`src/rtl/controller_pkg.sv`:
```
// Shared constants for the controller pad / logic-analyser front end:
// LA bit positions, pad channel indices and output-enable defaults.
package controller_pkg;

  // Logic-analyser bit map
  localparam int LA_OEB_BASE = 0;
  localparam int LA_VAL_BASE = 4;
  localparam int LA_CMPL_VAL = 7;
  localparam int LA_DRV_BASE = 8;

  // Pad channel indices, shared by the OEB and value-override fields
  localparam int CH_RESET    = 0;
  localparam int CH_LATCH    = 1;
  localparam int CH_TRIGGER  = 2;
  localparam int CH_COMPLETE = 3;

  // OEB values when the LA does not own them (reset/latch/trigger are inputs,
  // the completion pad is an output)
  localparam logic [3:0] OEB_LA_OFF_DEFAULT = 4'b0111;
  // Everything tri-stated while in reset
  localparam logic [3:0] OEB_RESET_VALUE    = 4'b1111;
  // Driver pads are enabled unless the LA says otherwise
  localparam logic       DRV_OEB_LA_OFF_DEFAULT = 1'b0;

endpackage

```
`src/rtl/input_conditioner.sv`:
```
// Conditions one asynchronous pad: registered LA override, N-stage
// synchroniser, programmable glitch filter and a rising-edge pulse.
module input_conditioner #(
  parameter int   SYNC_STAGES = 2,
  parameter int   FILTER_BITS = 4,
  parameter logic RESET_LEVEL = 1'b0
) (
  input  logic                   clock,
  input  logic                   reset,
  input  logic                   pad_in,
  input  logic                   la_own,
  input  logic                   la_val,
  input  logic [FILTER_BITS-1:0] filter_len,
  output logic                   level,
  output logic                   rise
);

  localparam logic [FILTER_BITS-1:0] FILTER_ONE = {{(FILTER_BITS-1){1'b0}}, 1'b1};

  logic                   own_q, own_d;
  logic                   val_q, val_d;
  logic [SYNC_STAGES-1:0] sync_q, sync_d;
  logic [FILTER_BITS-1:0] cnt_q, cnt_d;
  logic                   level_q, level_d;
  logic                   rise_q, rise_d;
  logic                   pad_mux;
  logic                   sync_out;

  // Override mux ahead of the synchroniser, then the disagreement counter
  always_comb begin
    own_d    = la_own;
    val_d    = la_val;
    pad_mux  = own_q ? val_q : pad_in;
    sync_d   = {sync_q[SYNC_STAGES-2:0], pad_mux};
    sync_out = sync_q[SYNC_STAGES-1];
    cnt_d    = cnt_q;
    level_d  = level_q;
    if (sync_out == level_q) begin
      cnt_d = '0;
    end else if (cnt_q >= filter_len) begin
      level_d = sync_out;
      cnt_d   = '0;
    end else begin
      cnt_d = cnt_q + FILTER_ONE;
    end
    rise_d = level_d & ~level_q;
  end

  // State registers; the sync chain resets to the idle pad level
  always_ff @(posedge clock) begin
    if (reset) begin
      own_q   <= 1'b0;
      val_q   <= 1'b0;
      sync_q  <= {SYNC_STAGES{RESET_LEVEL}};
      cnt_q   <= '0;
      level_q <= 1'b0;
      rise_q  <= 1'b0;
    end else begin
      own_q   <= own_d;
      val_q   <= val_d;
      sync_q  <= sync_d;
      cnt_q   <= cnt_d;
      level_q <= level_d;
      rise_q  <= rise_d;
    end
  end

  assign level = level_q;
  assign rise  = rise_q;

endmodule

```
`src/rtl/controller_io_frontend.sv`:
```
// Controller pad / LA front end: conditions reset_n, latch and trigger pads,
// drives pad OEBs, stretches the update-complete pulse and keeps
// NUM_OF_BANKS gated registered copies of the backend bus.
module controller_io_frontend
  import controller_pkg::*;
#(
  parameter int NUM_OF_DRIVERS     = 10,
  parameter int NUM_OF_BANKS       = 2,
  parameter int MEM_ADDRESS_LENGTH = 6,
  parameter int SYNC_STAGES        = 2,
  parameter int FILTER_BITS        = 4,
  parameter int STRETCH_BITS       = 4
) (
  input  logic                                       clock,
  input  logic                                       reset,
  input  logic [LA_DRV_BASE+NUM_OF_DRIVERS-1:0]      la_data_in,
  input  logic [LA_DRV_BASE+NUM_OF_DRIVERS-1:0]      la_oenb,
  input  logic                                       io_reset_n_in,
  input  logic                                       io_latch_data_in,
  input  logic                                       io_control_trigger_in,
  output logic                                       io_reset_n_oeb,
  output logic                                       io_latch_data_oeb,
  output logic                                       io_control_trigger_oeb,
  output logic [2*NUM_OF_DRIVERS-1:0]                io_driver_io_oeb,
  output logic                                       io_update_cycle_complete_out,
  output logic                                       io_update_cycle_complete_oeb,
  input  logic [FILTER_BITS-1:0]                     filter_len,
  input  logic [STRETCH_BITS-1:0]                    stretch_len,
  input  logic                                       update_cycle_complete,
  output logic                                       sys_reset_req,
  output logic                                       latch_level,
  output logic                                       latch_rise,
  output logic                                       trigger_level,
  output logic                                       trigger_rise,
  input  logic [MEM_ADDRESS_LENGTH-1:0]              int_row_select,
  input  logic [MEM_ADDRESS_LENGTH-1:0]              int_col_select,
  input  logic [15:0]                                int_data_out,
  input  logic [9:0]                                 int_mem_address,
  input  logic                                       int_output_active,
  input  logic [NUM_OF_BANKS-1:0]                    bank_enable,
  output logic [NUM_OF_BANKS*MEM_ADDRESS_LENGTH-1:0] bank_row_select,
  output logic [NUM_OF_BANKS*MEM_ADDRESS_LENGTH-1:0] bank_col_select,
  output logic [NUM_OF_BANKS*16-1:0]                 bank_data_out,
  output logic [NUM_OF_BANKS*10-1:0]                 bank_mem_address,
  output logic [NUM_OF_BANKS-1:0]                    bank_output_active,
  output logic [NUM_OF_DRIVERS-1:0]                  clock_out
);

  localparam logic [STRETCH_BITS-1:0] STRETCH_ONE = {{(STRETCH_BITS-1){1'b0}}, 1'b1};

  logic                        reset_n_level;
  logic                        reset_rise_unused;
  logic [3:0]                  pad_oeb_q, pad_oeb_d;
  logic [2*NUM_OF_DRIVERS-1:0] drv_oeb_q, drv_oeb_d;
  logic [STRETCH_BITS-1:0]     stretch_cnt_q, stretch_cnt_d;
  logic                        cmpl_out_q, cmpl_out_d;
  logic                        stretch_active;

  input_conditioner #(
    .SYNC_STAGES(SYNC_STAGES), .FILTER_BITS(FILTER_BITS), .RESET_LEVEL(1'b1)
  ) u_reset_cond (
    .clock(clock), .reset(reset), .pad_in(io_reset_n_in),
    .la_own(~la_oenb[LA_VAL_BASE+CH_RESET]), .la_val(la_data_in[LA_VAL_BASE+CH_RESET]),
    .filter_len(filter_len), .level(reset_n_level), .rise(reset_rise_unused)
  );

  input_conditioner #(
    .SYNC_STAGES(SYNC_STAGES), .FILTER_BITS(FILTER_BITS), .RESET_LEVEL(1'b0)
  ) u_latch_cond (
    .clock(clock), .reset(reset), .pad_in(io_latch_data_in),
    .la_own(~la_oenb[LA_VAL_BASE+CH_LATCH]), .la_val(la_data_in[LA_VAL_BASE+CH_LATCH]),
    .filter_len(filter_len), .level(latch_level), .rise(latch_rise)
  );

  input_conditioner #(
    .SYNC_STAGES(SYNC_STAGES), .FILTER_BITS(FILTER_BITS), .RESET_LEVEL(1'b0)
  ) u_trigger_cond (
    .clock(clock), .reset(reset), .pad_in(io_control_trigger_in),
    .la_own(~la_oenb[LA_VAL_BASE+CH_TRIGGER]), .la_val(la_data_in[LA_VAL_BASE+CH_TRIGGER]),
    .filter_len(filter_len), .level(trigger_level), .rise(trigger_rise)
  );

  // Filtered reset_n is low while reset is being requested
  assign sys_reset_req = ~reset_n_level;

  // OEB selection and completion stretcher with its post-stretch value override
  always_comb begin
    for (int i = 0; i < 4; i++) begin
      pad_oeb_d[i] = la_oenb[LA_OEB_BASE+i] ? OEB_LA_OFF_DEFAULT[i] : la_data_in[LA_OEB_BASE+i];
    end
    for (int d = 0; d < NUM_OF_DRIVERS; d++) begin
      drv_oeb_d[2*d +: 2] = la_oenb[LA_DRV_BASE+d] ? {2{DRV_OEB_LA_OFF_DEFAULT}}
                                                   : {2{la_data_in[LA_DRV_BASE+d]}};
    end
    if (update_cycle_complete) begin
      stretch_cnt_d = stretch_len;
    end else if (stretch_cnt_q != '0) begin
      stretch_cnt_d = stretch_cnt_q - STRETCH_ONE;
    end else begin
      stretch_cnt_d = stretch_cnt_q;
    end
    stretch_active = update_cycle_complete | (stretch_cnt_d != '0);
    cmpl_out_d     = la_oenb[LA_CMPL_VAL] ? stretch_active : la_data_in[LA_CMPL_VAL];
  end

  // Pad-side registers; pads come out of reset tri-stated
  always_ff @(posedge clock) begin
    if (reset) begin
      pad_oeb_q     <= OEB_RESET_VALUE;
      drv_oeb_q     <= '1;
      stretch_cnt_q <= '0;
      cmpl_out_q    <= 1'b0;
    end else begin
      pad_oeb_q     <= pad_oeb_d;
      drv_oeb_q     <= drv_oeb_d;
      stretch_cnt_q <= stretch_cnt_d;
      cmpl_out_q    <= cmpl_out_d;
    end
  end

  assign io_reset_n_oeb               = pad_oeb_q[CH_RESET];
  assign io_latch_data_oeb            = pad_oeb_q[CH_LATCH];
  assign io_control_trigger_oeb       = pad_oeb_q[CH_TRIGGER];
  assign io_update_cycle_complete_oeb = pad_oeb_q[CH_COMPLETE];
  assign io_driver_io_oeb             = drv_oeb_q;
  assign io_update_cycle_complete_out = cmpl_out_q;
  assign clock_out                    = {NUM_OF_DRIVERS{clock}};

  for (genvar b = 0; b < NUM_OF_BANKS; b++) begin : g_bank
    logic [MEM_ADDRESS_LENGTH-1:0] row_q, row_d;
    logic [MEM_ADDRESS_LENGTH-1:0] col_q, col_d;
    logic [15:0]                   data_q, data_d;
    logic [9:0]                    addr_q, addr_d;
    logic                          active_q, active_d;

    // Whole-bus capture when enabled; disabled banks hold fields and go inactive
    always_comb begin
      row_d    = row_q;
      col_d    = col_q;
      data_d   = data_q;
      addr_d   = addr_q;
      active_d = 1'b0;
      if (bank_enable[b]) begin
        row_d    = int_row_select;
        col_d    = int_col_select;
        data_d   = int_data_out;
        addr_d   = int_mem_address;
        active_d = int_output_active;
      end
    end

    // Bank copy registers
    always_ff @(posedge clock) begin
      if (reset) begin
        row_q    <= '0;
        col_q    <= '0;
        data_q   <= '0;
        addr_q   <= '0;
        active_q <= 1'b0;
      end else begin
        row_q    <= row_d;
        col_q    <= col_d;
        data_q   <= data_d;
        addr_q   <= addr_d;
        active_q <= active_d;
      end
    end

    assign bank_row_select[b*MEM_ADDRESS_LENGTH +: MEM_ADDRESS_LENGTH] = row_q;
    assign bank_col_select[b*MEM_ADDRESS_LENGTH +: MEM_ADDRESS_LENGTH] = col_q;
    assign bank_data_out[b*16 +: 16]                                   = data_q;
    assign bank_mem_address[b*10 +: 10]                                = addr_q;
    assign bank_output_active[b]                                       = active_q;
  end

endmodule

```
`config.mk`:
```
export PLATFORM = sky130hd
export DESIGN_NAME = controller_io_frontend
export DESIGN_NICKNAME = d
export VERILOG_FILES = /design/src/rtl/controller_pkg.sv /design/src/rtl/input_conditioner.sv /design/src/rtl/controller_io_frontend.sv
export SDC_FILE = /design/constraint.sdc
export NUM_CORES = 1
export LEC_CHECK = 0
export CORE_AREA = 2 2 140 142
export DETAILED_ROUTE_END_ITERATION = 12
export DIE_AREA = 0 0 142 144
export GPL_TIMING_DRIVEN = 0
export PLACE_DENSITY = 0.57
export SLEW_MARGIN = 20
export SYNTH_ARGS = -nofsm -noshare
export SYNTH_HDL_FRONTEND = slang
export SYNTH_SLANG_ARGS = --single-unit
```
`constraint.sdc`:
```
create_clock -name clock -period 1.5 [get_ports clock]
set_input_delay 0.375 -clock clock [delete_from_list [all_inputs] [get_ports clock]]
set_output_delay 0.375 -clock clock [all_outputs]
set_load 0.005 [all_outputs]
```
==> impl_results.md <==
* R2R cell count at 6
* FILL cells at 1833
* CORE AREA at approximately 19000 µm²
* Critical path capture point type: output pin
* NetSw at between 2 and 3 mW
* Initial Util at between 20% and 30%
* Crit path launch type: clock port
* Post-synthesis cell type count at 30
* Yosys warns at 0
* FFs w/ async S/R, synth at 0%
* Unrepaired setup endpoints after global routing: true
* Critical R2R Capture: io_update_cycle_complete_out
* Post-synth top area cell: dfxtp_1
* Failing checks: negative setup slack
* Pleak at between 3 and 4 nW
* Cells along the critical path: clkbuf_16, clkbuf_16, buf_6, buf_6
* Rows at 51
* Maximum vdd drop at roughly 0.0013 V
* Vias post-DR at 4016
* Routed length per instance at 14.9 µm
* CP max-delay cell: clkbuf_16
* Syn Std Cell Area at between 4000 and 5000 µm²
* Top Ports at ~210
* Final Max Tran Viols at 0
* Commonest non-fill, non-tap cell in the layout: nor2_1
* Syn nets at roughly 580
* Pint at 8.40 mW
* Syn_area_per_cell at 10.3 µm²
* Crit path max-delay family: buffers and inverters
* Worst Path Buf+Inv at 4
* Number of inserted diodes at 0
* Initial DRC count at 96
* Reg2Reg Launch Point: stretch_cnt_q[0]
* Initial antenna violation count at 0
* Seq cells post-synth at 126
* Skew-Pair Late Insertion Delay at approximately 0.52 ns
* # setup viols final at 10
* Placed cell count at roughly 910
* Remaining antenna violation count after routing at 0
* Post-Layout Cell Count at around 950
* Layout cells sized above 1 at 24.4%
* Final Hold Viols at 0
* Final wirelength at 14.2 mm
* Die Ht at ~140 µm
* Pre-antenna DRT Iters at 4
* First-pass GRT wire length at about 22 mm
* Synth Flop Type: dfxtp_1
* HP Start: update_cycle_complete
* WS Path Type: clk2out
* Crit-path max FO at 6
* Clk_skew at around 0.0015 ns
* Worst min path class: in2reg
* Cell count after synthesis at between 400 and 500
* Clock transition at path regs at around 0.050 ns
* Top-area cell type share of the netlist area at 52.3%
* Setup TNS at -1.18 ns
* Tightest Pin Transition at 0.598 ns
* Place WS at -0.491 ns
* EDFF count, synth at 0
* CTS tree: done
* Vias in the first global route at ~4300
* Routed vias/inst at ~4.2
* Final critical-path setup slack at -0.129 ns
* Area Growth Syn to Fin at 62.3%
* Placed wire-length estimate at approximately 10 mm
* Seq pwr share at 33.5%
* Status: finished with violations
* Die X at about 140 µm
* Logic pwr share at roughly a tenth
* Req. time, crit path at about 1.1 ns
* Max Cap Viol at 0
* Clock share of power at a little under three fifths
* Post-place instance area at between 7000 and 8000 µm²
* Hold WS at between 0.2 and 0.25 ns
* Final instance area at ~8000 µm²
* Largest stage delay, worst path at 0.15 ns
* Post-synthesis sequential area ratio at 52.3%
* GPL Wtd Cong at approximately 0.8
* Cts hold-fix bufs at 0
* Hold depth at 3
* Remaining Overflow, GRT at 0
* Synth area leaders: dfxtp_1 (52%), mux2i_1 (18%), nor2_1 (7.8%)
* Pwr Total at ~11 mW
* Arr. time, crit path at approximately 1.3 ns
* Largest net degree at the start of global routing at 17
* DR DRC count at 0
* Total Nets Final at 810
* Commonest cells after routing, fill and taps aside: nor2_1 (100), dfxtp_1 (88), clkdlybuf4s50_1 (86)
* Min-Delay Endpoint: stretch_cnt_q[2]
* DIE AREA at approximately 20000 µm²
* Slew headroom at between 60% and 70%
* All-Layer GR Usage at between 10 and 15%
* Sw Ratio at about 23%
* Final core occ at a little over 40%
* PwrDens at roughly 1400 nW/µm²
* Port Buffers at just over 200
* Flop-to-flop setup slack at around 0.020 ns
## tightest hold or removal path, cell delays in order
cell     delay [ns]
buf_2          0.16
mux2i_1        0.09
nor2_1         0.07
## power groups by stage
| stage | combinational, mW | clock (mW) | sequential [mW] |
|---|---|---|---|
| after detailed placement | 1.22 | 0.931 | 3.72 |
| after global routing | 1.29 | 6.45 | 3.69 |
| after CTS | 1.16 | 6.23 | 3.66 |
| after global placement | 1.20 | 0.931 | 3.72 |
| after floorplan | 0.495 | 0.432 | 3.72 |
| final | 1.17 | 6.10 | 3.67 |
## final cells by class
cell class	instances	area (µm²)	share of cell area [%]
multi-input combinational	275	1970	25.2
buffer	46	322	4.10
timing repair buffer	201	1790	22.8
clock inverter	8	118	1.50
clock buffer	36	687	8.77
sequential	126	2570	32.8
tap	238	298	3.80
inverter	22	82.6	1.05
## synthesized netlist by cell type (4+ instances only)
cell type,count
ha_1,16
dfxtp_1,126
buf_2,11
a21oi_1,6
nor2b_1,6
inv_1,22
xnor2_1,7
nand2b_1,9
mux2i_1,86
nand2_1,4
clkbuf_1,7
nor2_1,100
buf_4,26
a21o_1,11
## logic make-up after synthesis
group / after synthesis / share of synthesized area [%]
xor gates and xnor gates: 10 / 1.81
buffers and inverters: 68 / 7.59
DFF: 126 / 52.3
and+or+nand+nor: 136 / 12.5
AOI/OAI and AO/OA: 27 / 3.84
adders and majority gates: 16 / 4.15
muxes: 86 / 17.8
## registers in the layout, summed over array words and instances, names as in the netlist, 10 cells and up
name and count:
g_bank.addr_q 20, g_bank.col_q 12, g_bank.data_q 32, g_bank.row_q 12, io_driver_io_oeb 10
## worst max-delay path by stage
| stage | startpoint | endpoint | slack (ns) | depth (start not counted) |
|---|---|---|---|---|
| 2_1_floorplan | stretch_cnt_q[0] | io_update_cycle_complete_out | 0.10 | 6 |
| 3_3_place_gp | filter_len[0] | u_trigger_cond.level | -0.42 | 6 |
| 3_5_place_dp | filter_len[0] | u_trigger_cond.level | -0.49 | 6 |
| 4_1_cts | clock | clock_out[6] | -0.12 | 4 |
| 5_1_grt | clock | clock_out[8] | -0.14 | 4 |
| 6_report | clock | clock_out[8] | -0.13 | 4 |
## layer usage
metal | GRT usage [%] | up-vias | wire (µm)
met4 | 7.21 | 0 | 202
li1 | - | 1989 | -
met1 | 15.9 | 1862 | 6330
met3 | 7.28 | 17 | 1270
met2 | 22.1 | 148 | 6350
met5 | 0 | - | 0
## repair_timing
| item | in CTS | in global routing |
|---|---|---|
| buffers inserted | 3 | 4 |
| pin swaps | 2 | 5 |
| resized for setup | 263 | 103 |
| endpoints found under the setup margin | 119 | 110 |
Note: power is estimated with default switching activity, not from simulation.
